===== config.mk =====
export PLATFORM = sky130hd
export DESIGN_NAME = gpi_debounce
export DESIGN_NICKNAME = d
export VERILOG_FILES = /design/src/rtl/gpi_debounce.sv
export SDC_FILE = /design/constraint.sdc
export NUM_CORES = 1
export LEC_CHECK = 0
export ABC_AREA = 1
export CAP_MARGIN = 40
export CORE_MARGIN = 5
export CORE_UTILIZATION = 35
export DETAILED_ROUTE_END_ITERATION = 12
export GPL_ROUTABILITY_DRIVEN = 0
export MAX_ROUTING_LAYER = met4
export PLACE_DENSITY_LB_ADDON = 0.15
export SLEW_MARGIN = 20
export SYNTH_ARGS = -nofsm -noshare
export SYNTH_HDL_FRONTEND = slang
export SYNTH_SLANG_ARGS = --single-unit

===== constraint.sdc =====
create_clock -name clk_sys_i -period 2.89 [get_ports clk_sys_i]
set_input_delay 0.4335 -clock clk_sys_i [delete_from_list [all_inputs] [get_ports clk_sys_i]]
set_output_delay 0.4335 -clock clk_sys_i [all_outputs]
set_load 0.03 [all_outputs]

===== src/rtl/gpi_debounce.sv =====
// gpi_debounce
//   Input conditioner for the general-purpose input bus. Each raw pin level
//   goes through a two-flop synchroniser into the clk_sys_i domain. It is then
//   debounced independently: an output bit only follows its synchronised
//   input after StableTicks consecutive prescaler ticks of disagreement.
//
//   Ports
//     clk_sys_i  in          system clock (single domain)
//     rst_sys_i  in          synchronous, active-high reset
//     raw_i      in  [Width] asynchronous raw pin levels
//     gp_o       out [Width] debounced levels (registered)
//     rise_o     out [Width] one-cycle pulse coincident with a gp_o 0->1
//     fall_o     out [Width] one-cycle pulse coincident with a gp_o 1->0
//
//   Build option
//     GPI_DEBOUNCE_EDGE_EN  when defined, the rise/fall pulse registers are
//                           built; when undefined, rise_o/fall_o are tied to 0.

module gpi_debounce #(
    parameter int Width       = 15,
    parameter int TickDiv     = 100000,
    parameter int StableTicks = 8
) (
    input  logic             clk_sys_i,
    input  logic             rst_sys_i,
    input  logic [Width-1:0] raw_i,
    output logic [Width-1:0] gp_o,
    output logic [Width-1:0] rise_o,
    output logic [Width-1:0] fall_o
);

    localparam int PreW = (TickDiv > 1) ? $clog2(TickDiv) : 1;
    localparam int CntW = $clog2(StableTicks + 1);

    localparam logic [PreW-1:0] PreLast = PreW'(TickDiv - 1);
    localparam logic [CntW-1:0] CntLast = CntW'(StableTicks - 1);

    logic [Width-1:0] s1_q;
    logic [Width-1:0] sync_q;
    logic [PreW-1:0]  pre_q;
    logic             tick;
    logic [CntW-1:0]  cnt_q [Width];
    logic [Width-1:0] gp_q;
    logic [Width-1:0] flip;

    always_ff @(posedge clk_sys_i) begin
        if (rst_sys_i) begin
            s1_q   <= '0;
            sync_q <= '0;
        end else begin
            s1_q   <= raw_i;
            sync_q <= s1_q;
        end
    end

    // With TickDiv == 1 the counter is a single bit stuck at 0, so tick is
    // permanently high.
    assign tick = (pre_q == PreLast);

    always_ff @(posedge clk_sys_i) begin
        if (rst_sys_i) begin
            pre_q <= '0;
        end else if (tick) begin
            pre_q <= '0;
        end else begin
            pre_q <= pre_q + PreW'(1);
        end
    end

    // A bit flips on the tick that would bring its count to StableTicks, so
    // the counter itself never holds that value.
    always_comb begin
        flip = '0;
        for (int i = 0; i < Width; i++) begin
            flip[i] = tick && (sync_q[i] != gp_q[i]) && (cnt_q[i] == CntLast);
        end
    end

    always_ff @(posedge clk_sys_i) begin
        if (rst_sys_i) begin
            for (int i = 0; i < Width; i++) begin
                cnt_q[i] <= '0;
            end
            gp_q <= '0;
        end else begin
            for (int i = 0; i < Width; i++) begin
                // Any agreement, tick or not, restarts the stability count.
                if (sync_q[i] == gp_q[i]) begin
                    cnt_q[i] <= '0;
                end else if (tick) begin
                    if (cnt_q[i] == CntLast) begin
                        cnt_q[i] <= '0;
                    end else begin
                        cnt_q[i] <= cnt_q[i] + CntW'(1);
                    end
                end
            end
            gp_q <= gp_q ^ flip;
        end
    end

    assign gp_o = gp_q;

`ifdef GPI_DEBOUNCE_EDGE_EN
    logic [Width-1:0] rise_q;
    logic [Width-1:0] fall_q;

    // Registered from the same flip term that updates gp_q, so each pulse
    // lands in the cycle the new gp_o level first appears.
    always_ff @(posedge clk_sys_i) begin
        if (rst_sys_i) begin
            rise_q <= '0;
            fall_q <= '0;
        end else begin
            rise_q <= flip & sync_q;
            fall_q <= flip & ~sync_q;
        end
    end

    assign rise_o = rise_q;
    assign fall_o = fall_q;
`else
    assign rise_o = '0;
    assign fall_o = '0;
`endif

endmodule

* After elaboration in Yosys (flattened, before gate mapping)
Memory sizes are Yosys's and may differ from the RTL's. Index checks and enable logic that the tools add are counted.
Storage, ports and cells: register bits after elaboration 62, RAM bits 60, input bits 17, output and inout port bits 45, word-level logic and storage cells 386, memories kept 1
Memories:
- cnt_q | depth 15, width 4, read ports 15, clocked after Yosys merged registers in 0, wr ports 15, RTL line 42 | logic [CntW-1:0] cnt_q [Width];
Cells by class: $add $sub $neg 16, equal/unequal tests 46, multiplexer cells 242, bitwise operators 46, reduce and logical (&&, ||, !) cells 31
Operators by type and width (number):
- 1-bit 2-to-1 mux | 197
- 4-bit 2-to-1 mux | 45
- 4-bit by 1-bit adder with 4-bit output, second input constant | 15
- 4-bit by 3-bit equality test with 1-bit output, second input constant | 15
- 1-bit OR | 45
- 1-bit logical AND | 30
- 17-bit by 1-bit adder with 17-bit output, second input constant | 1
- 17-bit equality test, second input constant | 1
- 1-bit equality test | 15
- 1-bit inequality test | 15
- 15-bit XOR | 1
- 2-bit OR reduction | 1

* Depth between registers and ports, before layout
Gate-level depths: netlist (run 1). An unclocked memory read counts as a cell.
depth after elaboration 9, mapped depth 9, gate-level depth less buffers 8

* Least setup slack after synthesis (run 1)
No wires, ideal clock.
kind register to register, start point reg pre_q[0], end point mem cnt_q[0][10] (netlist bit) (enable), library setup time 297 ps, data arrival time 1379 ps, data required time 2593 ps, slack 1213 ps, stages on the path, launching flop included 8, buffers on the path 1, period minus slack after synthesis 1677 ps, path through dfxtp_1 ha_1 nand3_1 nor2_1 nand3_1 nand2_1 clkbuf_1 or2_2
RTL lines:
- from (decl) | RTL line 40 | logic [PreW-1:0] pre_q;
- from (signal assigned) | RTL line 66 | pre_q <= pre_q + PreW'(1);
- to (decl) | RTL line 42

==> reports/metrics.yaml, run 1 <==
cells_and_area:
  seq_area_um2: 3040
  diodes: 0
  final_nets: 745
  syn_to_final_growth_pct: 16.0
  multi_input_area_um2: 2520
  drive_gt1_frac: 0.149
  fillers: 1697
pwr:
  p_sw_mw: 0.826
  p_comb_frac: 0.043
  power_frac_seq: 0.478
  cellPowerDensity_nw_per_um2: 553
  p_leak_nw: 2.73
  vdd_ir_drop_max_mv: 0.376
  pwr-share-clk: 0.479
  switching_share: 0.210
  power.internal_mw: 3.11
  p_total_mw: 3.93
worst_setup_path:
  cp-end-kind: "flip-flop"
  required_ps: 3010
  r2r-start: "pre_q[12]"
  setup.worst_path.class: "flip-flop to flip-flop"
  rr_worst_depth: 5
  critPathLaunchType: "flip-flop"
  r2r_end: "cnt_q[0][13]"
  rrSetupSlack_ps: 740
  cp_max_fo: 27
  cp.arrival_ps: 2270
sta:
  worst_pin_slew_ps: 635
  final-max-slew-violation-count: 0
  period_needed_ps: 2150
  clock_skew_ps: 8.01
  slew_headroom: 0.577
  max_freq_mhz: 465
  setup_tns_ps: 0
  rsz0062_at_grt: "no"
  period_share: 0.744
  finalSetupViolations: 0
  finalHoldViolations: 0
cts:
  cts.sinks: 122
  tritoncts: "yes"
  cts_setup_buffers: 0
  postCtsHoldBufs: 0
  insertion_delay_ps: 410
  cts_root_buffer: "clkbuf_16"
  cts_made_buffers: 17
  htreeDepth: 4
  clock_path_buffers: 2
  path_clk_slew_ps: 50
  post_cts_resized: 0
min_path:
  hp-class: "input pin to flip-flop"
  hp-start: "rst_sys_i"
  hold_depth: 4
  whs_endpoint: "pre_q[4]"
synth:
  yosysTopAreaCell: "edfxtp_1"
  ys.warnings.count: 0
  yosys_most_used_dff: "dfxtp_1"
  ys_ff_latch: 122
  synthesis.instances: 672
  yosysTopAreaCellShare: 0.294
  synth_edf_count: 60
  synth_commonest_cells: "107 x nor2_1, 89 x inv_1, 69 x nand2_1, 62 x dfxtp_1, 60 x edfxtp_1"
  yosysSeqAreaShare: 0.497
  netlist_area_um2: 6130
  yosysMostFrequentCell: "nor2_1"
  ys_top_cells_by_area: "edfxtp_1 29%, dfxtp_1 20%, nor2_1 6.6%"
  synthArstFlopShare: 0
  synth_cell_types: 28
  syn_avg_cell_area_um2: 9.12
global_route:
  grt_max_degree: 61
  grtUsageTotal: 0.127
  grt_pass1_wl_um: 19800
  overflow: 0
  grt_pass1_vias: 4212
  antenna_found_initial: 0
routing:
  num_vias: 4202
  drtIter0Drc: 146
  wire_per_inst_um: 12.4
  drc_errors: 0
  totalWireLength_um: 11800
  final_antenna_net_count: 0
  drt-vias-per-instance: 4.42
  drt_pass1_iterations: 4
placed_design:
  hpwl_um: 8210
  port_buffers: 31
floorplanning:
  initial_core_util: 0.355
  num_rows: 48
  die_area_um2: 20200
  io_pins: 62
  chipWidth_um: 142
  core_area_um2: 17200
  die_y_um: 142
job:
  maxCapViolations: 0
run_status:
  outcome: "completed"
==> registers in the layout, indices dropped and copies added (netlist names) <==
signal and cells:
cnt_q 60, gp_o 15, pre_q 17, s1_q 15
sync_q 15
==> worst max-delay path, cell delays in order, from the launching register on <==
cell and delay (ps):
dfxtp_1 390, nor3_4 550, nand3_1 190, nand2_1 160, buf_4 340, or2_2 230
==> per-stage QoR <==
step	hold slack [ps]	cell area, um^2	std cells	setup slack, ps	utilization
2_1_floorplan	388	6230	701	1210	-
3_3_place_gp	389	6580	918	870	0.381
3_5_place_dp	396	6580	918	730	0.381
4_1_cts	350	7110	950	751	0.412
5_1_grt	417	7110	950	644	0.412
6_report	357	7110	950	739	0.412
==> cells by family after synthesis <==
logic type	Yosys count	synth area share
simple gates	330	0.277
buf+inv	141	0.111
flops	122	0.497
xor+xnor	51	0.0729
fa+ha+maj	16	0.0327
compound gates	11	0.00899
other cells	1	0.000612
==> routing by layer <==
layer | track usage | vias to the layer above | part of all wire
met1 | 0.151 | 1943 | 0.47
met3 | 0.0440 | 9 | 0.061
li1 | - | 2172 | -
met4 | 0.0440 | 0 | 0.011
met2 | 0.200 | 78 | 0.46
met5 | - | - | 0
==> how the worst max path moves through the flow <==
stage / start / end / slack, ps / cells after the start
finish: pre_q[12] / cnt_q[0][13] / 740 / 5
floorplan: pre_q[0] / cnt_q[0][10] / 1210 / 7
global route: pre_q[12] / cnt_q[0][12] / 640 / 5
CTS: pre_q[12] / cnt_q[0][13] / 750 / 5
detailed placement: pre_q[12] / cnt_q[0][13] / 730 / 5
global placement: pre_q[12] / cnt_q[0][14] / 870 / 5
==> power groups by stage <==
stage                     Combinational (mW)  Sequential (mW)  Clock (mW)
after floorplan                        0.161             1.91           0
after global placement                 0.167             1.91           0
after detailed placement               0.169             1.91           0
after CTS                              0.170             1.88        1.94
after global routing                   0.189             1.88        2.02
final                                  0.169             1.88        1.88
==> placed cells by master (no fill, tap or decap), drive strengths merged <==
| cell | n |
|---|---|
| nand4 | 35 |
| conb | 30 |
| ha | 16 |
| inv | 92 |
| xnor2 | 32 |
| dfxtp | 62 |
| nor2 | 150 |
| clkdlybuf4s50 | 30 |
| nand3 | 39 |
| clkbuf | 29 |
| or2 | 15 |
| nand2 | 69 |
| and2 | 1 |
| nor3 | 18 |
| o21ai | 3 |
| nand3b | 2 |
| edfxtp | 60 |
| buf | 11 |
| nor3b | 1 |
| xor2 | 19 |
| clkinv | 3 |
| a21oi | 8 |
==> area by class of cell <==
type,count,share of cell area
multi-input combinational,438,0.355
clock inverter,3,0.00176
clock buffer,29,0.0732
inverter,92,0.0486
tap,225,0.0396
sequential,122,0.428
timing repair buffer,41,0.0535
Power figures use the tool's default switching activity.
==> run 2: changes to the inputs <==
clock period = 2.14 ns   (was 2.89 ns; I/O delays follow)
==> run 2 against run 1 <==
  * Maximum frequency is 12% higher
  * Global-route usage grew 0.37 points
  * Via count is 1.0% higher
  * Final cell count grew 0.53%
  * Clock power is 59% higher
  * Largest power group is now clock
  * Highest routed layer unchanged
==> reports/metrics.yaml, run 2 (synthesized netlist as in run 1, its figures left out) <==
cts:
  post_cts_resized: 0  # unchanged
  path_clk_slew_ps: 50  # about the same
  cts_setup_buffers: 0  # unchanged
  cts_root_buffer: "clkbuf_16"
  cts_made_buffers: 17  # unchanged
  cts.sinks: 122  # unchanged
  clock_path_buffers: 2  # unchanged
  insertion_delay_ps: 410  # about the same
  tritoncts: "yes"
  postCtsHoldBufs: 0  # unchanged
  htreeDepth: 4  # unchanged
routing:
  drtIter0Drc: 195  # +34%
  drt-vias-per-instance: 4.45  # +0.49%
  drt_pass1_iterations: 4  # unchanged
  totalWireLength_um: 12100  # +2.5%
  wire_per_inst_um: 12.7  # +1.9%
  num_vias: 4245  # +1.0%
  drc_errors: 0  # unchanged
  final_antenna_net_count: 0  # unchanged
cells_and_area:
  largest_register_ffs: 60  # unchanged
  largest_register: "cnt_q"
  diodes: 0  # unchanged
  final_nets: 750  # +0.67%
  syn_to_final_growth_pct: 18.7
  reg_top3: "cnt_q x60, pre_q x17"
  final_common_cell: "nor2_1"
  mostFrequentLayoutCells: "106 x nor2_1, 89 x inv_1, 69 x nand2_1, 62 x dfxtp_1, 60 x edfxtp_1"
  drive_gt1_frac: 0.166  # +0.0168
  fin_cells: 955  # +0.53%
  fin_area_um2: 7270  # +2.3%
placed_design:
  port_buffers: 31  # unchanged
  hpwl_um: 8450  # +3.0%
  dp.cells: 923  # +0.54%
  postPlaceCellArea_um2: 6630  # +0.76%
min_path:
  hp-class: "input pin to flip-flop"
  whs_endpoint: "pre_q[4]"
  hp-start: "rst_sys_i"
  hold_depth: 4  # unchanged
worst_setup_path:
  r2r_end: "cnt_q[1][25]"
  cp_cell_sequence: "inv_2 > nor2_2 > nand2_1 > nor2_4 > and2_1 > buf_4 > nand4_1 > nor2_1"
  critPathSlowestCell: "dfxtp_1"
  critPathLaunchType: "flip-flop"
  r2r-start: "pre_q[9]"
  cp_max_fo: 9  # -67%
  cp-end-kind: "flip-flop"
  cp.arrival_ps: 2180  # -90 ps
  required_ps: 2410  # -600 ps
  setup.worst_path.class: "flip-flop to flip-flop"
  cpPeakStageDelay_ps: 360  # -190 ps
  rrSetupSlack_ps: 220  # -520 ps
  rr_worst_depth: 8  # +3
floorplanning:
  die_area_um2: 20200  # unchanged
  core_area_um2: 17200  # unchanged
  num_rows: 48  # unchanged
  initial_core_util: 0.355  # unchanged
  die_y_um: 142  # unchanged
  chipWidth_um: 142  # unchanged
  io_pins: 62  # unchanged
global_route:
  grtUsageTotal: 0.130  # +0.00368
  grt_max_degree: 34  # -44%
  grt_pass1_vias: 4241  # +0.69%
  grt_pass1_wl_um: 20300  # +2.6%
  antenna_found_initial: 0  # unchanged
  overflow: 0  # unchanged
sta:
  finalHoldViolations: 0  # unchanged
  period_share: 0.896  # +0.151
  clock_skew_ps: 7.58  # -0.425 ps
  setup_tns_ps: 0  # unchanged
  period_needed_ps: 1920  # -235 ps
  final-max-slew-violation-count: 0  # unchanged
  rsz0062_at_grt: "no"
  max_freq_mhz: 522  # +12%
  finalSetupViolations: 0  # unchanged
pwr:
  p_leak_nw: 2.82  # +3.4%
  vdd_ir_drop_max_mv: 0.545  # +45%
  cellPowerDensity_nw_per_um2: 792  # +43%
job:
  maxCapViolations: 0  # unchanged
run_status:
  outcome: "completed"
==> run 2: changes by cell type in the layout (fill, tap and decap cells not counted), moves of 2 or more <==
cell,change
inv_4,+2
clkbuf_1,-6
clkinv_2,+2
clkbuf_8,-3
clkbuf_16,+6
buf_4,+3
clkinv_1,-2
==> run 2: worst max path at each step <==
stage                     slack, ps            to      from
after global placement          270  cnt_q[1][24]  pre_q[0]
after global routing             40  cnt_q[1][27]  pre_q[9]
after floorplan                 460  cnt_q[0][10]  pre_q[0]
after CTS                       140  cnt_q[1][25]  pre_q[0]
after detailed placement        160  cnt_q[1][25]  pre_q[0]
final                           220  cnt_q[1][25]  pre_q[9]
==> run 2: area by class of cell <==
cell class / count / area [um^2]
fill: 1712 / 9960
clock inverter: 6 / 36.3
multi-input combinational: 438 / 2520
timing repair buffer: 46 / 434
clock buffer: 26 / 607
tap: 225 / 282
inverter: 92 / 345
sequential: 122 / 3040
==> run 2: per-layer routing <==
metal / GRT usage / wire length [um] / vias to the layer above
met5: - / 0 / -
met4: 0.0390 / 159 / 0
met3: 0.0430 / 619 / 16
met2: 0.210 / 5670 / 74
met1: 0.156 / 5650 / 1977
li1: - / - / 2178
==> run 2: worst max-delay path: cells and delay by family, from the launching register on <==
| family | cells | cell delay, ps |
|---|---|---|
| DFF | 1 | 360 |
| buffers and inverters | 2 | 300 |
| and+or+nand+nor | 6 | 1120 |
==> run 2: metrics by stage <==
stage	hold slack, ps	util	setup WS, ps	power (mW)
finish	262	0.422	224	5.76
detailed placement	396	0.384	161	2.82
global placement	392	0.384	273	2.81
global route	313	0.422	39.5	5.99
floorplan	388	-	463	2.79
CTS	240	0.422	142	5.85
==> run 2: power by group <==
part	internal, mW	switching [mW]
logic	0.0741	0.159
registers	2.50	0.0367
clock network	1.96	1.03
